<file path="config.mk">
export PLATFORM = sky130hd
export DESIGN_NAME = cam_capture_v2
export DESIGN_NICKNAME = d
export VERILOG_FILES = /design/src/rtl/cam_capture_v2.sv
export SDC_FILE = /design/constraint.sdc
export NUM_CORES = 1
export LEC_CHECK = 0
export CORE_MARGIN = 1.5
export CORE_UTILIZATION = 56
export CTS_BUF_LIST = sky130_fd_sc_hd__clkbuf_16
export DETAILED_ROUTE_END_ITERATION = 10
export PLACE_DENSITY = 0.78
export SYNTH_ARGS = -nofsm -noshare
export SYNTH_HDL_FRONTEND = slang
export SYNTH_SLANG_ARGS = --single-unit
</file>
<file path="constraint.sdc">
create_clock -name pclk -period 8.4 [get_ports pclk]
set_input_delay 1.26 -clock pclk [delete_from_list [all_inputs] [get_ports pclk]]
set_output_delay 1.26 -clock pclk [all_outputs]
set_load 0.03 [all_outputs]
</file>
<file path="src/rtl/cam_capture_v2.sv">
// Camera capture stage: pairs bus bytes into 16-bit pixels, converts to RGB888,
// crops and decimates frames, and flags malformed lines and frames.
module cam_capture_v2 #(
  parameter int IN_W     = 8,
  parameter int H_ACTIVE = 640,
  parameter int V_ACTIVE = 480,
  parameter int CNT_W    = 11
) (
  input  logic             pclk,
  input  logic             rst,
  input  logic             vsync,
  input  logic             href,
  input  logic [IN_W-1:0]  d,
  input  logic [1:0]       mode,
  input  logic             swap_bytes,
  input  logic [1:0]       frame_skip,
  input  logic [CNT_W-1:0] crop_x0,
  input  logic [CNT_W-1:0] crop_x1,
  input  logic [CNT_W-1:0] crop_y0,
  input  logic [CNT_W-1:0] crop_y1,
  output logic [23:0]      dout,
  output logic             data_valid,
  output logic             sof,
  output logic             eol,
  output logic [CNT_W-1:0] x_cnt,
  output logic [CNT_W-1:0] y_cnt,
  output logic [7:0]       frame_cnt,
  output logic             line_err,
  output logic             frame_err
);

  typedef enum logic [1:0] {WAIT_SYNC, SKIP, FRAME, LINE} state_t;

  state_t           state_q, state_d;
  logic             vsync_q, vsync_p_q, href_q, href_p_q;
  logic [IN_W-1:0]  d_q, b0_q, b0_d;
  logic [1:0]       sh_mode_q, sh_mode_d, skip_q, skip_d;
  logic             sh_swap_q, sh_swap_d, phase_q, phase_d, sof_pend_q, sof_pend_d;
  logic [CNT_W-1:0] sh_x0_q, sh_x0_d, sh_x1_q, sh_x1_d, sh_y0_q, sh_y0_d, sh_y1_q, sh_y1_d;
  logic [CNT_W-1:0] x_q, x_d, y_q, y_d;
  logic [7:0]       frame_cnt_q, frame_cnt_d;
  logic             p1_valid_q, p1_valid_d, p1_sof_q, p1_sof_d, p1_eol_q, p1_eol_d;
  logic [23:0]      p1_rgb_q, p1_rgb_d, dout_q, dout_d;
  logic [CNT_W-1:0] p1_x_q, p1_x_d, p1_y_q, p1_y_d, xo_q, xo_d, yo_q, yo_d;
  logic             dv_q, dv_d, sof_q, sof_d, eol_q, eol_d;
  logic             line_err_q, line_err_d, frame_err_q, frame_err_d;

  logic             vs_rise, vs_fall, hr_rise, hr_fall, in_crop;
  logic [2*IN_W-1:0] pix;

  function automatic logic [CNT_W-1:0] sat_inc(input logic [CNT_W-1:0] v);
    return (&v) ? v : v + CNT_W'(1);
  endfunction

  function automatic logic [23:0] to_rgb(input logic [1:0] m, input logic [15:0] p);
    logic [23:0] r;
    case (m)
      2'b00:   r = {p[15:11], 3'b000, p[10:5], 2'b00, p[4:0], 3'b000};
      2'b01:   r = {p[14:10], 3'b000, p[9:5], 3'b000, p[4:0], 3'b000};
      2'b10:   r = {p[15:8], p[15:8], p[15:8]};
      default: r = {8'h00, p};
    endcase
    return r;
  endfunction

  assign vs_rise = vsync_q & ~vsync_p_q;
  assign vs_fall = ~vsync_q & vsync_p_q;
  assign hr_rise = href_q & ~href_p_q;
  assign hr_fall = ~href_q & href_p_q;
  assign pix     = sh_swap_q ? {d_q, b0_q} : {b0_q, d_q};
  assign in_crop = (x_q >= sh_x0_q) && (x_q < sh_x1_q) && (y_q >= sh_y0_q) && (y_q < sh_y1_q);

  always_comb begin
    state_d     = state_q;
    sh_mode_d   = sh_mode_q;
    sh_swap_d   = sh_swap_q;
    sh_x0_d     = sh_x0_q;
    sh_x1_d     = sh_x1_q;
    sh_y0_d     = sh_y0_q;
    sh_y1_d     = sh_y1_q;
    skip_d      = skip_q;
    frame_cnt_d = frame_cnt_q;
    x_d         = x_q;
    y_d         = y_q;
    phase_d     = phase_q;
    b0_d        = b0_q;
    sof_pend_d  = sof_pend_q;
    p1_valid_d  = 1'b0;
    p1_sof_d    = 1'b0;
    p1_eol_d    = 1'b0;
    p1_rgb_d    = p1_rgb_q;
    p1_x_d      = p1_x_q;
    p1_y_d      = p1_y_q;
    line_err_d  = 1'b0;
    frame_err_d = 1'b0;
    // Output stage: dout and coordinates hold between pixels.
    dv_d   = p1_valid_q;
    sof_d  = p1_sof_q;
    eol_d  = p1_eol_q;
    dout_d = p1_valid_q ? p1_rgb_q : dout_q;
    xo_d   = p1_valid_q ? p1_x_q : xo_q;
    yo_d   = p1_valid_q ? p1_y_q : yo_q;

    case (state_q)
      WAIT_SYNC: begin
        if (vs_fall) begin
          sh_mode_d = mode;
          sh_swap_d = swap_bytes;
          sh_x0_d   = crop_x0;
          sh_x1_d   = crop_x1;
          sh_y0_d   = crop_y0;
          sh_y1_d   = crop_y1;
          y_d       = '0;
          if (skip_q == 2'd0) begin
            state_d     = FRAME;
            frame_cnt_d = frame_cnt_q + 8'd1;
            skip_d      = frame_skip;
            sof_pend_d  = 1'b1;
          end else begin
            state_d = SKIP;
            skip_d  = skip_q - 2'd1;
          end
        end
      end
      SKIP: begin
        if (vs_rise) state_d = WAIT_SYNC;
      end
      FRAME: begin
        if (vs_rise) begin
          state_d     = WAIT_SYNC;
          frame_err_d = (y_q != CNT_W'(V_ACTIVE));
        end else if (hr_rise) begin
          // The rising-edge cycle already carries the first byte of the line.
          state_d = LINE;
          x_d     = '0;
          b0_d    = d_q;
          phase_d = 1'b1;
        end
      end
      LINE: begin
        if (vs_rise) begin
          state_d     = WAIT_SYNC;
          line_err_d  = 1'b1;
          frame_err_d = (y_q != CNT_W'(V_ACTIVE));
        end else if (hr_fall) begin
          state_d    = FRAME;
          line_err_d = (x_q != CNT_W'(H_ACTIVE)) || phase_q;
          y_d        = sat_inc(y_q);
        end else if (href_q) begin
          if (!phase_q) begin
            b0_d    = d_q;
            phase_d = 1'b1;
          end else begin
            phase_d = 1'b0;
            x_d     = sat_inc(x_q);
            if (in_crop) begin
              p1_valid_d = 1'b1;
              p1_rgb_d   = to_rgb(sh_mode_q, pix[15:0]);
              p1_x_d     = x_q;
              p1_y_d     = y_q;
              p1_eol_d   = (x_q == sh_x1_q - CNT_W'(1));
              p1_sof_d   = sof_pend_q;
              sof_pend_d = 1'b0;
            end
          end
        end
      end
      default: state_d = WAIT_SYNC;
    endcase
  end

  always_ff @(posedge pclk or posedge rst) begin
    if (rst) begin
      state_q <= WAIT_SYNC;
      vsync_q <= 1'b0; vsync_p_q <= 1'b0; href_q <= 1'b0; href_p_q <= 1'b0;
      d_q <= '0; b0_q <= '0; phase_q <= 1'b0; sof_pend_q <= 1'b0;
      sh_mode_q <= '0; sh_swap_q <= 1'b0; skip_q <= '0;
      sh_x0_q <= '0; sh_x1_q <= '0; sh_y0_q <= '0; sh_y1_q <= '0;
      x_q <= '0; y_q <= '0; frame_cnt_q <= '0;
      p1_valid_q <= 1'b0; p1_sof_q <= 1'b0; p1_eol_q <= 1'b0;
      p1_rgb_q <= '0; p1_x_q <= '0; p1_y_q <= '0;
      dout_q <= '0; dv_q <= 1'b0; sof_q <= 1'b0; eol_q <= 1'b0; xo_q <= '0; yo_q <= '0;
      line_err_q <= 1'b0; frame_err_q <= 1'b0;
    end else begin
      state_q <= state_d;
      vsync_q <= vsync; vsync_p_q <= vsync_q; href_q <= href; href_p_q <= href_q;
      d_q <= d; b0_q <= b0_d; phase_q <= phase_d; sof_pend_q <= sof_pend_d;
      sh_mode_q <= sh_mode_d; sh_swap_q <= sh_swap_d; skip_q <= skip_d;
      sh_x0_q <= sh_x0_d; sh_x1_q <= sh_x1_d; sh_y0_q <= sh_y0_d; sh_y1_q <= sh_y1_d;
      x_q <= x_d; y_q <= y_d; frame_cnt_q <= frame_cnt_d;
      p1_valid_q <= p1_valid_d; p1_sof_q <= p1_sof_d; p1_eol_q <= p1_eol_d;
      p1_rgb_q <= p1_rgb_d; p1_x_q <= p1_x_d; p1_y_q <= p1_y_d;
      dout_q <= dout_d; dv_q <= dv_d; sof_q <= sof_d; eol_q <= eol_d; xo_q <= xo_d; yo_q <= yo_d;
      line_err_q <= line_err_d; frame_err_q <= frame_err_d;
    end
  end

  assign dout       = dout_q;
  assign data_valid = dv_q;
  assign sof        = sof_q;
  assign eol        = eol_q;
  assign x_cnt      = xo_q;
  assign y_cnt      = yo_q;
  assign frame_cnt  = frame_cnt_q;
  assign line_err   = line_err_q;
  assign frame_err  = frame_err_q;

endmodule

</file>
# [Yosys cells after proc, flatten, opt, wreduce, memory -nomap -nowiden]
# Index checks and enable logic that the tools add are counted.
[op_classes] add_sub_neg=5 n_lt_le_gt_ge=4 n_eq_ne=24 muxes=69 n_bitwise=10 reduce_logical=21
[op_table] operator="2-to-1 mux 11 bit" n=11
[op_table] operator="case mux 24 bit (3 select lines)" n=1
[op_table] operator="2-to-1 mux 8 bit" n=6
[op_table] operator="case mux 11 bit (2 select lines)" n=2
[op_table] operator="2-to-1 mux 1 bit" n=36
[op_table] operator="inequality test 2 bit, second input constant" n=14
[op_table] operator="adder 11 x 1 -> 11 bit, second input constant" n=2
[op_table] operator=">= comparator 11 bit" n=2
[op_table] operator="less-than comparator 11 bit" n=2
[op_table] operator="AND reduction 11 bit" n=2
[op_table] operator="2-to-1 mux 16 bit" n=1
[op_table] operator="2-to-1 mux 2 bit" n=8
[op_table] operator="case mux 8 bit (2 select lines)" n=1
[op_table] operator="AND reduction 8 bit" n=2
[op_table] operator="AND reduction 6 bit" n=2
[op_table] operator="equality test 11 bit" n=1
[op_table] operator="inequality test 11 x 10 -> 1 bit, second input constant" n=1
[op_table] operator="inequality test 11 x 9 -> 1 bit, second input constant" n=1
[op_table] operator="subtractor 11 x 1 -> 11 bit, second input constant" n=1
[op_table] operator="adder 8 x 1 -> 8 bit, second input constant" n=1
[op_table] operator="case mux 2 bit (4 select lines)" n=1
[op_table] operator="AND reduction 7 bit" n=1
[op_table] operator="equality test 2 bit, second input constant" n=3
[op_table] operator="zero test 2 bit" n=3
[op_table] operator="other kinds (14)" n=28
[word_totals] ff_bits=203 inputBits=61 out_inout_bits=59 word_cells=166

# [Depth between registers and ports, before layout]
# Gate-level depths: netlist of run 1.
[depth] ltp_word=10 ltp_mapped=11 ltp_nobuf=9

# [Worst setup path after synthesis of run 1]
# OpenSTA, ideal clock, no wires.
[synth_path] path_type="reg2reg" from="register y_q[10]" to="register p1_rgb_q[17]" setup_ns=0.125 t_arrival_ns=2.240 required_time_ns=8.275 slack_ns=6.035 path_stages_with_launch=11 path_buffers=2 synth_period_minus_slack_ns=2.365 cell_sequence="dfrtp_1 > ha_1 > a22oi_1 > nand3_1 > a311oi_1 > o311a_1 > nand4_2 > inv_2 > buf_6 > buf_6 > mux2_4"
[synth_via] elab_chain_len=4 elab_cells_between_ends=5 cone_classes="order compare: 2; reduce/logical: 3"
[synth_lines] item="from (decl)" line="40" source="logic [CNT_W-1:0] x_q, x_d, y_q, y_d;"
[synth_lines] item="from (signal assigned)" line="179" source="x_q <= '0; y_q <= '0; frame_cnt_q <= '0;"
[synth_lines] item="from (signal assigned)" line="190" source="x_q <= x_d; y_q <= y_d; frame_cnt_q <= frame_cnt_d;"
[synth_lines] item=">= comparator 11 bit" line="71" source="assign in_crop = (x_q >= sh_x0_q) && (x_q < sh_x1_q) && (y_q >= sh_y0_q) && (y_q < sh_y1_q);"
[synth_lines] item="logical AND 1 bit" line="71"
[synth_lines] item="logical AND 1 bit *" line="71"
[synth_lines] item="AND reduction 6 bit (no source line) *"
[synth_lines] item="to (signal assigned)" line="192" source="p1_rgb_q <= p1_rgb_d; p1_x_q <= p1_x_d; p1_y_q <= p1_y_d;"
[synth_lines] item="to (decl)" line="43" source="logic [23:0] p1_rgb_q, p1_rgb_d, dout_q, dout_d;"
# Mark *: on every way between the ends. The rest lies on a longest branch, timed or not.
# A chain may end at the register's enable or synchronous reset.

# [Worst setup path after layout of run 1]
[layout_path] from="register y_q[10]" to="register p1_rgb_q[13]"
# The elaborated chain is that of the path after synthesis.

==> results of run 1 <==
[through the flow]
stage / hold slack (ns) / std cells / setup slack (ns)
4_1_cts: 0.349 / 1212 / 4.66
3_5_place_dp: 0.336 / 1173 / 4.68
2_1_floorplan: 0.331 / 870 / 1.60
3_3_place_gp: 0.332 / 1173 / 4.82
6_report: 0.347 / 1212 / 4.68
5_1_grt: 0.364 / 1212 / 4.40
[state kept, by name, indices dropped and copies added (netlist names), 2 cells and up]
| register | cells |
|---|---|
| state_q | 2 |
| p1_rgb_q | 24 |
| y_cnt | 11 |
| y_q | 11 |
| sh_y1_q | 11 |
| dout | 24 |
| x_cnt | 11 |
| sh_x1_q | 11 |
| sh_y0_q | 11 |
| sh_mode_q | 2 |
| p1_y_q | 11 |
| p1_x_q | 11 |
| sh_x0_q | 11 |
| b0_q | 8 |
| skip_q | 2 |
| x_q | 11 |
| frame_cnt | 8 |
| d_q | 8 |
[power by group]
| part | leakage, nW | internal [mW] | switching [mW] |
|---|---|---|---|
| Combinational | 2.46 | 0.343 | 0.443 |
| Sequential | 2.70 | 1.13 | 0.150 |
| Clock | 0.341 | 0.492 | 0.371 |
[worst paths after layout]
check | startpoint | end | slack (ns) | depth (start not counted)
min in group asynchronous | rst | x_cnt[1]$_DFFE_PP0P_ | 1.38 | 2
worst min-delay path | eol_d$_DFF_PP0_ | eol$_DFF_PP0_ | 0.35 | 0
max in group asynchronous | rst | sh_y0_q[3]$_DFFE_PP0P_ | 5.59 | 3
worst min register to register | eol_d$_DFF_PP0_ | eol$_DFF_PP0_ | 0.35 | 0
worst max-delay path | y_q[10]$_DFFE_PP0P_ | p1_rgb_q[13]$_DFFE_PP0P_ | 4.68 | 8
worst max register to register | y_q[10]$_DFFE_PP0P_ | p1_rgb_q[13]$_DFFE_PP0P_ | 4.68 | 8
[cell usage in the layout (no fill, tap or decap), types with 2 or more instances in the layout]
master                            netlist  final
sky130_fd_sc_hd__nand2b_1               8      8
sky130_fd_sc_hd__mux2i_1               27     27
sky130_fd_sc_hd__o22ai_1                7      7
sky130_fd_sc_hd__nand2_1              102    102
sky130_fd_sc_hd__nand4_1               18     18
sky130_fd_sc_hd__inv_1                 55     60
sky130_fd_sc_hd__a21oi_1               27     27
sky130_fd_sc_hd__and4_1                 3      3
sky130_fd_sc_hd__buf_4                  1      3
sky130_fd_sc_hd__clkinv_2               0      3
sky130_fd_sc_hd__ha_1                  49     49
sky130_fd_sc_hd__xnor2_1               22     22
sky130_fd_sc_hd__a31o_2                 3      3
sky130_fd_sc_hd__a311oi_1               2      2
sky130_fd_sc_hd__clkinv_1               1      7
sky130_fd_sc_hd__o21ai_0               75     75
sky130_fd_sc_hd__mux4_2                 2      2
sky130_fd_sc_hd__o211ai_1               3      3
sky130_fd_sc_hd__and3_1                 4      4
sky130_fd_sc_hd__nand3b_1               4      4
sky130_fd_sc_hd__clkbuf_16              0     23
sky130_fd_sc_hd__nand3_1               12     12
sky130_fd_sc_hd__and2_1                 2      2
sky130_fd_sc_hd__or3_1                  6      6
sky130_fd_sc_hd__xor2_1                12     12
sky130_fd_sc_hd__nor4_1                 6      6
sky130_fd_sc_hd__a22oi_1                3      3
sky130_fd_sc_hd__nor2_1                40     40
sky130_fd_sc_hd__nor4b_1                4      3
sky130_fd_sc_hd__nor3_1                 9      9
sky130_fd_sc_hd__a41oi_1                2      2
sky130_fd_sc_hd__clkdlybuf4s50_1        0    119
sky130_fd_sc_hd__dfrtp_1              203    202
sky130_fd_sc_hd__mux2_4                 5      5
sky130_fd_sc_hd__mux2_2                94     94
sky130_fd_sc_hd__a211oi_1               2      2
sky130_fd_sc_hd__a21o_1                 3      3
sky130_fd_sc_hd__nor2b_1                6      6
[area by class of cell]
cell class | instances | area (µm²) | share of cell area
clock buffers | 23 | 576 | 0.0495
clock inverters | 16 | 68.8 | 0.00592
inverters | 57 | 221 | 0.0190
multi-input cells | 571 | 4190 | 0.360
flip-flops and latches | 203 | 5080 | 0.437
well taps | 220 | 275 | 0.0237
repair buffers | 122 | 1210 | 0.104
[metal layers]
metal,wire [µm],share of wire,GRT usage,vias to the layer above
met5,0,0,0,-
met4,423,0.021,0.0633,0
met3,1050,0.051,0.0336,35
met2,9580,0.47,0.370,177
met1,9310,0.46,0.334,3323
li1,-,-,-,3241
[worst max-delay path, cell delays in order (launching register included)]
cell	delay [ns]
sky130_fd_sc_hd__dfrtp_1	0.45
sky130_fd_sc_hd__ha_1	0.36
sky130_fd_sc_hd__a22oi_1	0.20
sky130_fd_sc_hd__nand3_1	0.09
sky130_fd_sc_hd__a311oi_1	0.27
sky130_fd_sc_hd__o311a_1	0.26
sky130_fd_sc_hd__nand4_2	0.68
sky130_fd_sc_hd__inv_2	0.86
sky130_fd_sc_hd__mux2_2	0.41
[kinds of logic (layout without fill, tap and decap cells)]
family,Yosys count,in the layout
multiplexers,128,128
AO/OA/AOI/OAI,134,134
AND/OR/NAND/NOR,226,226
flip-flops,203,203
buffers and inverters,96,218
XOR/XNOR,34,34
adder cells (fa/ha/maj),49,49
==> reports/qor.txt, run 1 <==
PLACED DESIGN
--------------------------------------------------------------------------------------------------------
RD Place Congestion                                                                                0.842
Input/output buffers                                                                                 119
Final HPWL from detailed placement                                                              13700 µm
Cell area after placement                                                                      11000 µm²

DRT
--------------------------------------------------------------------------------------------------------
Residual DRC count                                                                                     0
Vias                                                                                                6776
Drt first pass iters                                                                                   5
Number of antenna-violating nets in the routed design                                                  0
Iter 0 DRT Violations                                                                                437
Routed WL                                                                                       20400 µm
Via-per-instance ratio                                                                              5.59
WL/cell                                                                                          16.8 µm

STA
--------------------------------------------------------------------------------------------------------
Peak Freq                                                                                        269 MHz
Slew at the pin closest to its max-slew limit                                                    1.10 ns
Fin crit period                                                                                  3.72 ns
Max-slew violation total from the final report                                                         0
Unrepaired setup endpoints after global routing                                                       no
Final-report setup violation count                                                                     0
Final clock period utilization by the worst path                                                   0.443
Total Neg Setup Slack                                                                               0 ns
Max Clock Skew                                                                                0.00941 ns
Max transition margin                                                                              0.264
Final hold vios                                                                                        0

SETUP PATH
--------------------------------------------------------------------------------------------------------
Arrival @ worst endpoint                                                                         4.10 ns
Critical path startpoint category                                                                   flop
Worst endpoint required time                                                                     8.78 ns
Class of the most critical setup path                                                            reg2reg
Largest driver fanout on the critical path                                                            29
Kind of capture point of the worst setup path                                                       flop

FLOORPLANNING
--------------------------------------------------------------------------------------------------------
Die Outline Area                                                                               18000 µm²
Vertical extent of the die                                                                        134 µm
Number of placement rows                                                                              47
Core Area                                                                                      16700 µm²
Die X                                                                                             134 µm
Starting density of the core                                                                       0.578
Number of ports placed on the die boundary                                                           120

YOSYS
--------------------------------------------------------------------------------------------------------
Multiplexer share of the synthesized area                                                          0.150
Post-Synth Adder-Cell Area                                                                        0.0635
Largest family of logic cells by synthesized area                                           multiplexers
Count of yosys warnings during synthesis                                                               0
Mean Syn Cell Area                                                                              11.1 µm²
Netlist area before placement                                                                   9650 µm²
Ys async rst share                                                                                  1.00
Number of synthesized flops with an enable pin                                                         0
Fraction of post-synthesis cell area in the top cell type by area                                  0.526
Post-Synth Simple-Gate Area                                                                        0.110
Share of synthesized area occupied by flip-flops and latches                                       0.526
Synth top cells by count                                                                    203 x sky130_fd_sc_hd__dfrtp_1, 102 x sky130_fd_sc_hd__nand2_1, 94 x sky130_fd_sc_hd__mux2_2
Area fraction in compound gates after synthesis                                                   0.0788
Syn_nets                                                                                             980
Largest cells by area after synthesis                                                       sky130_fd_sc_hd__dfrtp_1 53%, sky130_fd_sc_hd__mux2_2 11%, sky130_fd_sc_hd__ha_1 6.4%
Unique cell type count in the Yosys netlist                                                           49
Post-synthesis cell type with the largest combined area                                     sky130_fd_sc_hd__dfrtp_1
Xor/xnor share of the synthesized area                                                            0.0308
Synth Instances                                                                                      870
Flops & latches, synth                                                                               203
Most frequently used flop master after synthesis                                            sky130_fd_sc_hd__dfrtp_1
Most frequent cell after synthesis                                                          sky130_fd_sc_hd__dfrtp_1

CELLS AND AREA
--------------------------------------------------------------------------------------------------------
Filler Cell Count                                                                                   1251
Antenna diode count                                                                                    0
Post-route cell area                                                                           11600 µm²
Area delta synth->final                                                                            20.4%
Fraction of layout instances using a drive strength above 1                                        0.140
Utilization after layout                                                                           0.696
Final-stage net count                                                                               1087

POWER AND IR DROP
--------------------------------------------------------------------------------------------------------
Maximum resistive drop on vdd                                                                     143 µV
Cell Pwr Density                                                                              252 nW/µm²
Leak                                                                                             5.50 nW
Overall power after layout                                                                       2.93 mW

CLOCK NETWORK
--------------------------------------------------------------------------------------------------------
CTS root buf                                                                                sky130_fd_sc_hd__clkbuf_16
Insertion delay to the later sink of the worst-skew pair                                         0.50 ns
Post-cts hold buffer count                                                                             0
Post-CTS clock slew at the launch and capture registers of the worst setup and hold paths        0.06 ns
Number of buffers added for setup after CTS                                                            0
Cts repair resizes                                                                                     0
Number of CTS-inserted buffers                                                                        22
Clock Path Buffers                                                                                     3
Number of H-tree levels                                                                                1
Clock tree from TritonCTS                                                                            yes
Clock Sinks                                                                                          203

MIN PATH
--------------------------------------------------------------------------------------------------------
Class of the most critical hold timing path                                                      reg2reg

FLOW RUN
--------------------------------------------------------------------------------------------------------
Max-cap violations                                                                                     0

GRT
--------------------------------------------------------------------------------------------------------
Number of global-route vias before repair                                                           6614
Pin count of the biggest net entering global routing                                                 137
Number of antenna violations at the first check in global routing                                      0
Overflow left after global routing                                                                     0
Global router's overall resource usage                                                             0.232
First-pass GRT wire length                                                                      33500 µm

OUTCOME
--------------------------------------------------------------------------------------------------------
Status                                                                                      finished, final reports clean

Note: power is estimated with default switching activity, not from simulation.
==> run 2, diff against run 1 <==
==> constraint.sdc (replaced) <==
create_clock -name pclk -period 3.74 [get_ports pclk]
set_input_delay 0.561 -clock pclk [delete_from_list [all_inputs] [get_ports pclk]]
set_output_delay 0.561 -clock pclk [all_outputs]
set_load 0.03 [all_outputs]
==> run 2 against run 1 <==
Effect of this change: via count down 0.30%; die area unchanged; maximum frequency up 30%; utilization up 0.62 points.
==> reports/qor.txt, run 2 (synthesis results as in run 1) <==
GRT
--------------------------------------------------------------------------------------------------------
Global router's overall resource usage                                                             0.231   -0.000310
Number of global-route vias before repair                                                           6620   +0.091%
Overflow left after global routing                                                                     0   unchanged
Pin count of the biggest net entering global routing                                                  85   -38%
First-pass GRT wire length                                                                      33500 µm   about the same
Number of antenna violations at the first check in global routing                                      0   unchanged

POWER AND IR DROP
--------------------------------------------------------------------------------------------------------
Maximum resistive drop on vdd                                                                     390 µV   +170%
Sequential share of power                                                                          0.433   -0.004
Part of the total power dissipated in combinational logic                                          0.266   -0.002
Cell-internal power                                                                              4.48 mW   +130%
Net Sw Power                                                                                     2.18 mW   +130%
Leak                                                                                             5.55 nW   +0.90%
Cell Pwr Density                                                                              567 nW/µm²   +130%
Switching portion of total power                                                                   0.327   -0.00208
Clock Power Share                                                                                  0.301   +0.007

CELLS AND AREA
--------------------------------------------------------------------------------------------------------
Antenna diode count                                                                                    0   unchanged
Post-route cell area                                                                           11700 µm²   +0.89%
Sequential cell area                                                                            5080 µm²   unchanged
Utilization after layout                                                                           0.702   +0.00622
Final-stage net count                                                                               1095   +0.74%
Multi-input gate area                                                                           4190 µm²   unchanged
Area delta synth->final                                                                            21.5%
Most frequent standard cell in the layout excluding fill and tap cells                      sky130_fd_sc_hd__dfrtp_1
Commonest cells after routing, fill and taps aside                                          202 x sky130_fd_sc_hd__dfrtp_1, 119 x sky130_fd_sc_hd__clkdlybuf4s50_1, 102 x sky130_fd_sc_hd__nand2_1, 94 x sky130_fd_sc_hd__mux2_2, 75 x sky130_fd_sc_hd__o21ai_0
Fraction of layout instances using a drive strength above 1                                        0.147   +0.00732
Filler Cell Count                                                                                   1273   +1.8%

CLOCK NETWORK
--------------------------------------------------------------------------------------------------------
Cts repair resizes                                                                                     0   unchanged
Number of CTS-inserted buffers                                                                        22   unchanged
Insertion delay to the later sink of the worst-skew pair                                         0.51 ns   about the same
Number of H-tree levels                                                                                1   unchanged
Clock Sinks                                                                                          203   unchanged
Post-cts hold buffer count                                                                             0   unchanged
CTS root buf                                                                                sky130_fd_sc_hd__clkbuf_16
Number of buffers added for setup after CTS                                                            0   unchanged
Clock tree from TritonCTS                                                                            yes
Post-CTS clock slew at the launch and capture registers of the worst setup and hold paths        0.06 ns   about the same
Clock Path Buffers                                                                                     3   unchanged

FLOORPLANNING
--------------------------------------------------------------------------------------------------------
Die Outline Area                                                                               18000 µm²   unchanged
Die X                                                                                             134 µm   unchanged
Core Area                                                                                      16700 µm²   unchanged
Number of ports placed on the die boundary                                                           120   unchanged
Number of placement rows                                                                              47   unchanged
Starting density of the core                                                                       0.578   unchanged
Vertical extent of the die                                                                        134 µm   unchanged

MIN PATH
--------------------------------------------------------------------------------------------------------
Cells on Worst Hold Path                                                                               0   unchanged
Launch point of the worst hold path                                                         p1_sof_q$_DFF_PP0_
Class of the most critical hold timing path                                                      reg2reg
Capture endpoint of the worst hold path                                                     sof$_DFF_PP0_

SETUP PATH
--------------------------------------------------------------------------------------------------------
Arrival @ worst endpoint                                                                         3.24 ns   -0.86 ns
Critical path startpoint category                                                                   flop
Worst endpoint required time                                                                     4.13 ns   -4.65 ns
Largest driver fanout on the critical path                                                            29   unchanged
Worst R2R Start                                                                             y_q[10]$_DFFE_PP0P_
Stage delay of the slowest cell on the critical path                                             0.54 ns   -0.32 ns
Crit-path slowest cell                                                                      sky130_fd_sc_hd__inv_2
R2R Setup Slk                                                                                    0.89 ns   -3.79 ns
Class of the most critical setup path                                                            reg2reg
Reg-to-reg critical path endpoint                                                           p1_rgb_q[11]$_DFFE_PP0P_
Cell count of the worst reg-to-reg path                                                                8   unchanged
Kind of capture point of the worst setup path                                                       flop
Series of cell instances along the critical path                                            ha_1 -> a22oi_1 -> nand3_1 -> a311oi_1 -> o311a_1 -> nand4_2 -> inv_2 -> mux2_2

STA
--------------------------------------------------------------------------------------------------------
Max transition margin                                                                              0.268   +0.00442
Max Clock Skew                                                                                0.00977 ns   +0.000362 ns
Fin crit period                                                                                  2.85 ns   -0.869 ns
Max-slew violation total from the final report                                                         0   unchanged
Final hold vios                                                                                        0   unchanged
Slew at the pin closest to its max-slew limit                                                    1.10 ns   -0.00663 ns
Hold_ws                                                                                         0.348 ns   +0.00162 ns
Post-route setup slack                                                                          0.888 ns   -3.79 ns
Peak Freq                                                                                        351 MHz   +30%
Unrepaired setup endpoints after global routing                                                       no
Final clock period utilization by the worst path                                                   0.763   +0.320
Total Neg Setup Slack                                                                               0 ns   unchanged
Final-report setup violation count                                                                     0   unchanged

DRT
--------------------------------------------------------------------------------------------------------
Iter 0 DRT Violations                                                                                438   +0.23%
Vias                                                                                                6756   -0.30%
Routed WL                                                                                       20200 µm   -0.63%
WL/cell                                                                                          16.6 µm   -1.0%
Drt first pass iters                                                                                   4   -1
Number of antenna-violating nets in the routed design                                                  0   unchanged
Residual DRC count                                                                                     0   unchanged
Via-per-instance ratio                                                                              5.55   -0.70%

PLACED DESIGN
--------------------------------------------------------------------------------------------------------
Final HPWL from detailed placement                                                              14100 µm   +3.0%
RD Place Congestion                                                                                0.871   +3.4%
Input/output buffers                                                                                 119   unchanged
Cell area after placement                                                                      11100 µm²   +0.85%
Pre-CTS setup slack                                                                             0.937 ns   -3.75 ns

OUTCOME
--------------------------------------------------------------------------------------------------------
Status                                                                                      finished, final reports clean

FLOW RUN
--------------------------------------------------------------------------------------------------------
Max-cap violations                                                                                     0   unchanged

==> run 2: routing by layer <==
layer	routed length [µm]	part of all wire	up-vias	track usage
met5	0	0	-	0
li1	-	-	3255	-
met2	9390	0.46	173	0.369
met4	587	0.029	0	0.0806
met3	957	0.047	46	0.0336
met1	9310	0.46	3282	0.327
==> run 2: how the worst max path moves through the flow <==
stage	startpoint	end	slack (ns)	cells past startpoint
finish	y_q[10]$_DFFE_PP0P_	p1_rgb_q[11]$_DFFE_PP0P_	0.89	8
global route	y_q[10]$_DFFE_PP0P_	p1_rgb_q[13]$_DFFE_PP0P_	0.70	8
CTS	y_q[10]$_DFFE_PP0P_	p1_rgb_q[11]$_DFFE_PP0P_	0.93	8
detailed placement	y_q[10]$_DFFE_PP0P_	p1_rgb_q[11]$_DFFE_PP0P_	0.94	8
global placement	y_q[10]$_DFFE_PP0P_	p1_rgb_q[9]$_DFFE_PP0P_	1.01	8
floorplan	rst	b0_q[0]$_DFFE_PP0P_	0.55	1
==> run 2: critical path: cells and delay by family (launching register included) <==
| family | cells | cell delay (ns) |
|---|---|---|
| buffers and inverters | 1 | 0.54 |
| adders and majority gates | 1 | 0.35 |
| and+or+nand+nor | 2 | 0.22 |
| AOI/OAI and AO/OA | 3 | 0.74 |
| muxes | 1 | 0.41 |
| DFF | 1 | 0.45 |
==> run 2: power by group through the flow <==
stage	Combinational, mW	Sequential, mW	Clock (mW)
6_report	1.77	2.88	2.00
5_1_grt	2.00	2.93	2.12
3_5_place_dp	1.76	2.91	0
4_1_cts	1.78	2.88	2.05
2_1_floorplan	1.37	2.78	0
3_3_place_gp	1.72	2.90	0
==> run 2: final cells by class <==
class	count	area share
clock buffers	23	0.0491
clock inverters	13	0.00672
inverters	57	0.0186
multi-input cells	571	0.357
flip-flops and latches	203	0.433
well taps	220	0.0235
repair buffers	130	0.112
==> run 2: through the flow <==
| stage | instances | total power, mW |
|---|---|---|
| 2_1_floorplan | 870 | 4.15 |
| 3_3_place_gp | 1181 | 4.62 |
| 3_5_place_dp | 1181 | 4.66 |
| 4_1_cts | 1217 | 6.71 |
| 5_1_grt | 1217 | 7.05 |
| 6_report | 1217 | 6.66 |
==> run 3, diff against run 2 <==
==> constraint.sdc (replaced) <==
create_clock -name pclk -period 2.8 [get_ports pclk]
set_input_delay 0.42 -clock pclk [delete_from_list [all_inputs] [get_ports pclk]]
set_output_delay 0.42 -clock pclk [all_outputs]
set_load 0.03 [all_outputs]
==> run 3 against run 2 <==
Effect of this change: power grew 33%; utilization grew 0.58 points; combinational power grew 39%; die area is the same; clock skew shrank 0.0011 ns; first-iteration DRC count shrank 0.91%; non-clock buffer count grew 17; via count grew 1.1%; final cell count grew 1.6%; worst setup slack lost 0.69 ns; sequential power grew 32%; sequential share of layout area shrank 0.34 points; largest power group unchanged.
==> reports/qor.txt, run 3 (synthesis results as in run 1) <==
STA
--------------------------------------------------------------------------------------------------------
Final hold vios                                                                                        0   unchanged
Unrepaired setup endpoints after global routing                                                       no
Fin crit period                                                                                  2.60 ns   -0.254 ns
Peak Freq                                                                                        385 MHz   +9.8%
Slew at the pin closest to its max-slew limit                                                   0.761 ns   -0.337 ns
Max-slew violation total from the final report                                                         0   unchanged
Total Neg Setup Slack                                                                               0 ns   unchanged
Final clock period utilization by the worst path                                                   0.928   +0.165
Max Clock Skew                                                                                0.00871 ns   -0.00106 ns
Hold_ws                                                                                         0.175 ns   -0.173 ns
Final-report setup violation count                                                                     0   unchanged
Max transition margin                                                                              0.493   +0.225

SETUP PATH
--------------------------------------------------------------------------------------------------------
Worst endpoint required time                                                                     3.17 ns   -0.96 ns
Largest driver fanout on the critical path                                                            21   -28%
Arrival @ worst endpoint                                                                         2.96 ns   -0.28 ns
Class of the most critical setup path                                                            reg2reg
Critical path startpoint category                                                                   flop
Kind of capture point of the worst setup path                                                       flop

MIN PATH
--------------------------------------------------------------------------------------------------------
Class of the most critical hold timing path                                                     in2async

GRT
--------------------------------------------------------------------------------------------------------
Overflow left after global routing                                                                     0   unchanged
Number of antenna violations at the first check in global routing                                      0   unchanged
Number of global-route vias before repair                                                           6849   +3.5%
Global router's overall resource usage                                                             0.238   +0.00697
First-pass GRT wire length                                                                      34500 µm   +2.9%
Pin count of the biggest net entering global routing                                                  62   -27%

FLOORPLANNING
--------------------------------------------------------------------------------------------------------
Core Area                                                                                      16700 µm²   unchanged
Die Outline Area                                                                               18000 µm²   unchanged
Starting density of the core                                                                       0.578   unchanged
Die X                                                                                             134 µm   unchanged
Vertical extent of the die                                                                        134 µm   unchanged
Number of ports placed on the die boundary                                                           120   unchanged
Number of placement rows                                                                              47   unchanged

CLOCK NETWORK
--------------------------------------------------------------------------------------------------------
Clock Sinks                                                                                          203   unchanged
Post-CTS clock slew at the launch and capture registers of the worst setup and hold paths        0.06 ns   about the same
Clock Path Buffers                                                                                     3   unchanged
CTS root buf                                                                                sky130_fd_sc_hd__clkbuf_16
Number of H-tree levels                                                                                1   unchanged
Number of buffers added for setup after CTS                                                            0   unchanged
Number of CTS-inserted buffers                                                                        22   unchanged
Clock tree from TritonCTS                                                                            yes
Insertion delay to the later sink of the worst-skew pair                                         0.50 ns   about the same

PLACED DESIGN
--------------------------------------------------------------------------------------------------------
Final HPWL from detailed placement                                                              14600 µm   +3.7%
RD Place Congestion                                                                                0.862   -1.1%
Cell area after placement                                                                      11200 µm²   +0.93%
Input/output buffers                                                                                 119   unchanged

POWER AND IR DROP
--------------------------------------------------------------------------------------------------------
Net Sw Power                                                                                     2.91 mW   +34%
Cell-internal power                                                                              5.93 mW   +32%
Switching portion of total power                                                                   0.329   +0.00221
Sequential share of power                                                                          0.429   -0.004
Clock Power Share                                                                                  0.292   -0.009
Maximum resistive drop on vdd                                                                     580 µV   +49%
Part of the total power dissipated in combinational logic                                          0.279   +0.013
Cell Pwr Density                                                                              747 nW/µm²   +32%
Leak                                                                                             5.63 nW   +1.3%
Overall power after layout                                                                       8.83 mW   +33%

CELLS AND AREA
--------------------------------------------------------------------------------------------------------
Antenna diode count                                                                                    0   unchanged
Area delta synth->final                                                                            22.5%
Most frequent standard cell in the layout excluding fill and tap cells                      sky130_fd_sc_hd__dfrtp_1
Commonest cells after routing, fill and taps aside                                          201 x sky130_fd_sc_hd__dfrtp_1, 119 x sky130_fd_sc_hd__clkdlybuf4s50_1, 102 x sky130_fd_sc_hd__nand2_1, 94 x sky130_fd_sc_hd__mux2_2, 75 x sky130_fd_sc_hd__o21ai_0
Post-route cell area                                                                           11800 µm²   +0.82%
Fraction of layout instances using a drive strength above 1                                        0.163   +0.0158
Utilization after layout                                                                           0.708   +0.00577
Filler Cell Count                                                                                   1250   -1.8%
Final-stage net count                                                                               1112   +1.6%

DRT
--------------------------------------------------------------------------------------------------------
Via-per-instance ratio                                                                              5.52   -0.55%
Drt first pass iters                                                                                   5   +1
Iter 0 DRT Violations                                                                                434   -0.91%
Vias                                                                                                6829   +1.1%
Routed WL                                                                                       20600 µm   +1.6%
Residual DRC count                                                                                     0   unchanged
WL/cell                                                                                          16.6 µm   about the same
Number of antenna-violating nets in the routed design                                                  0   unchanged

FLOW RUN
--------------------------------------------------------------------------------------------------------
Max-cap violations                                                                                     0   unchanged

OUTCOME
--------------------------------------------------------------------------------------------------------
Status                                                                                      finished, final reports clean

-- run 3: changes by cell type in the layout (fill, tap and decap cells not counted), moves of 2 or more --
cell,change
sky130_fd_sc_hd__inv_1,+2
sky130_fd_sc_hd__buf_12,-2
sky130_fd_sc_hd__buf_4,+19
sky130_fd_sc_hd__clkinvlp_4,+2
-- run 3: repair_timing --
| item | in CTS | in global routing |
|---|---|---|
| gates resized for setup | 0 | 1 |
| hold buffers | 0 | 0 |
| endpoints found under the setup margin | 0 | 1 |
| endpoints found under the hold margin | 0 | 0 |
-- run 3: critical path, cell delays in order, from the launching register on --
cell and delay, ns:
sky130_fd_sc_hd__dfrtp_2 0.48, sky130_fd_sc_hd__ha_1 0.32, sky130_fd_sc_hd__a22oi_1 0.16, sky130_fd_sc_hd__nand3_1 0.09, sky130_fd_sc_hd__a311oi_1 0.30, sky130_fd_sc_hd__o311a_1 0.27, sky130_fd_sc_hd__nand4_2 0.15, sky130_fd_sc_hd__buf_4 0.30
sky130_fd_sc_hd__nor4b_1 0.39
-- run 3: final timing paths --
check / endpoint / slack [ns] / from / depth (start not counted)
worst max-delay path: eol_d$_DFF_PP0_ / 0.20 / x_q[10]$_DFFE_PP0P_ / 8
worst min-delay path: sof$_DFF_PP0_ / 0.18 / rst / 2
worst max register to register: eol_d$_DFF_PP0_ / 0.20 / x_q[10]$_DFFE_PP0P_ / 8
worst min register to register: eol$_DFF_PP0_ / 0.36 / eol_d$_DFF_PP0_ / 0
max in group asynchronous: frame_cnt[1]$_DFFE_PP0P_ / 1.68 / rst / 3
min in group pclk: eol$_DFF_PP0_ / 0.36 / eol_d$_DFF_PP0_ / 0
-- run 3: layout make-up --
class	instances	area (µm²)	share of cell area
Clock buffer	23	576	0.0487
Clock inverter	16	71.3	0.00603
Inverter	57	218	0.0184
Multi-Input combinational cell	571	4190	0.354
Sequential cell	203	5080	0.430
Tap cell	220	275	0.0233
Timing Repair Buffer	147	1410	0.120
-- run 3: power by group through the flow --
stage          clock network [mW]  registers [mW]  logic, mW
3_5_place_dp                    0            3.83       2.42
6_report                     2.58            3.79       2.46
4_1_cts                      2.63            3.78       2.46
2_1_floorplan                   0            3.72       1.83
3_3_place_gp                    0            3.82       2.37
5_1_grt                      2.76            3.84       2.77
-- run 3: per-stage QoR --
stage                     setup slack, ns  std cells
final                               0.201       1237
after global routing               0.0393       1237
after CTS                           0.177       1237
after detailed placement            0.241       1198
after global placement              0.360       1198
after floorplan                    -0.250        870
-- run 3: routing by layer --
metal  GRT usage  up-vias  wire (µm)
met5           0        -          0
met4      0.0460        0        310
met3      0.0355       24        915
met2       0.397      167       9890
met1       0.336     3336       9450
li1            -     3302          -
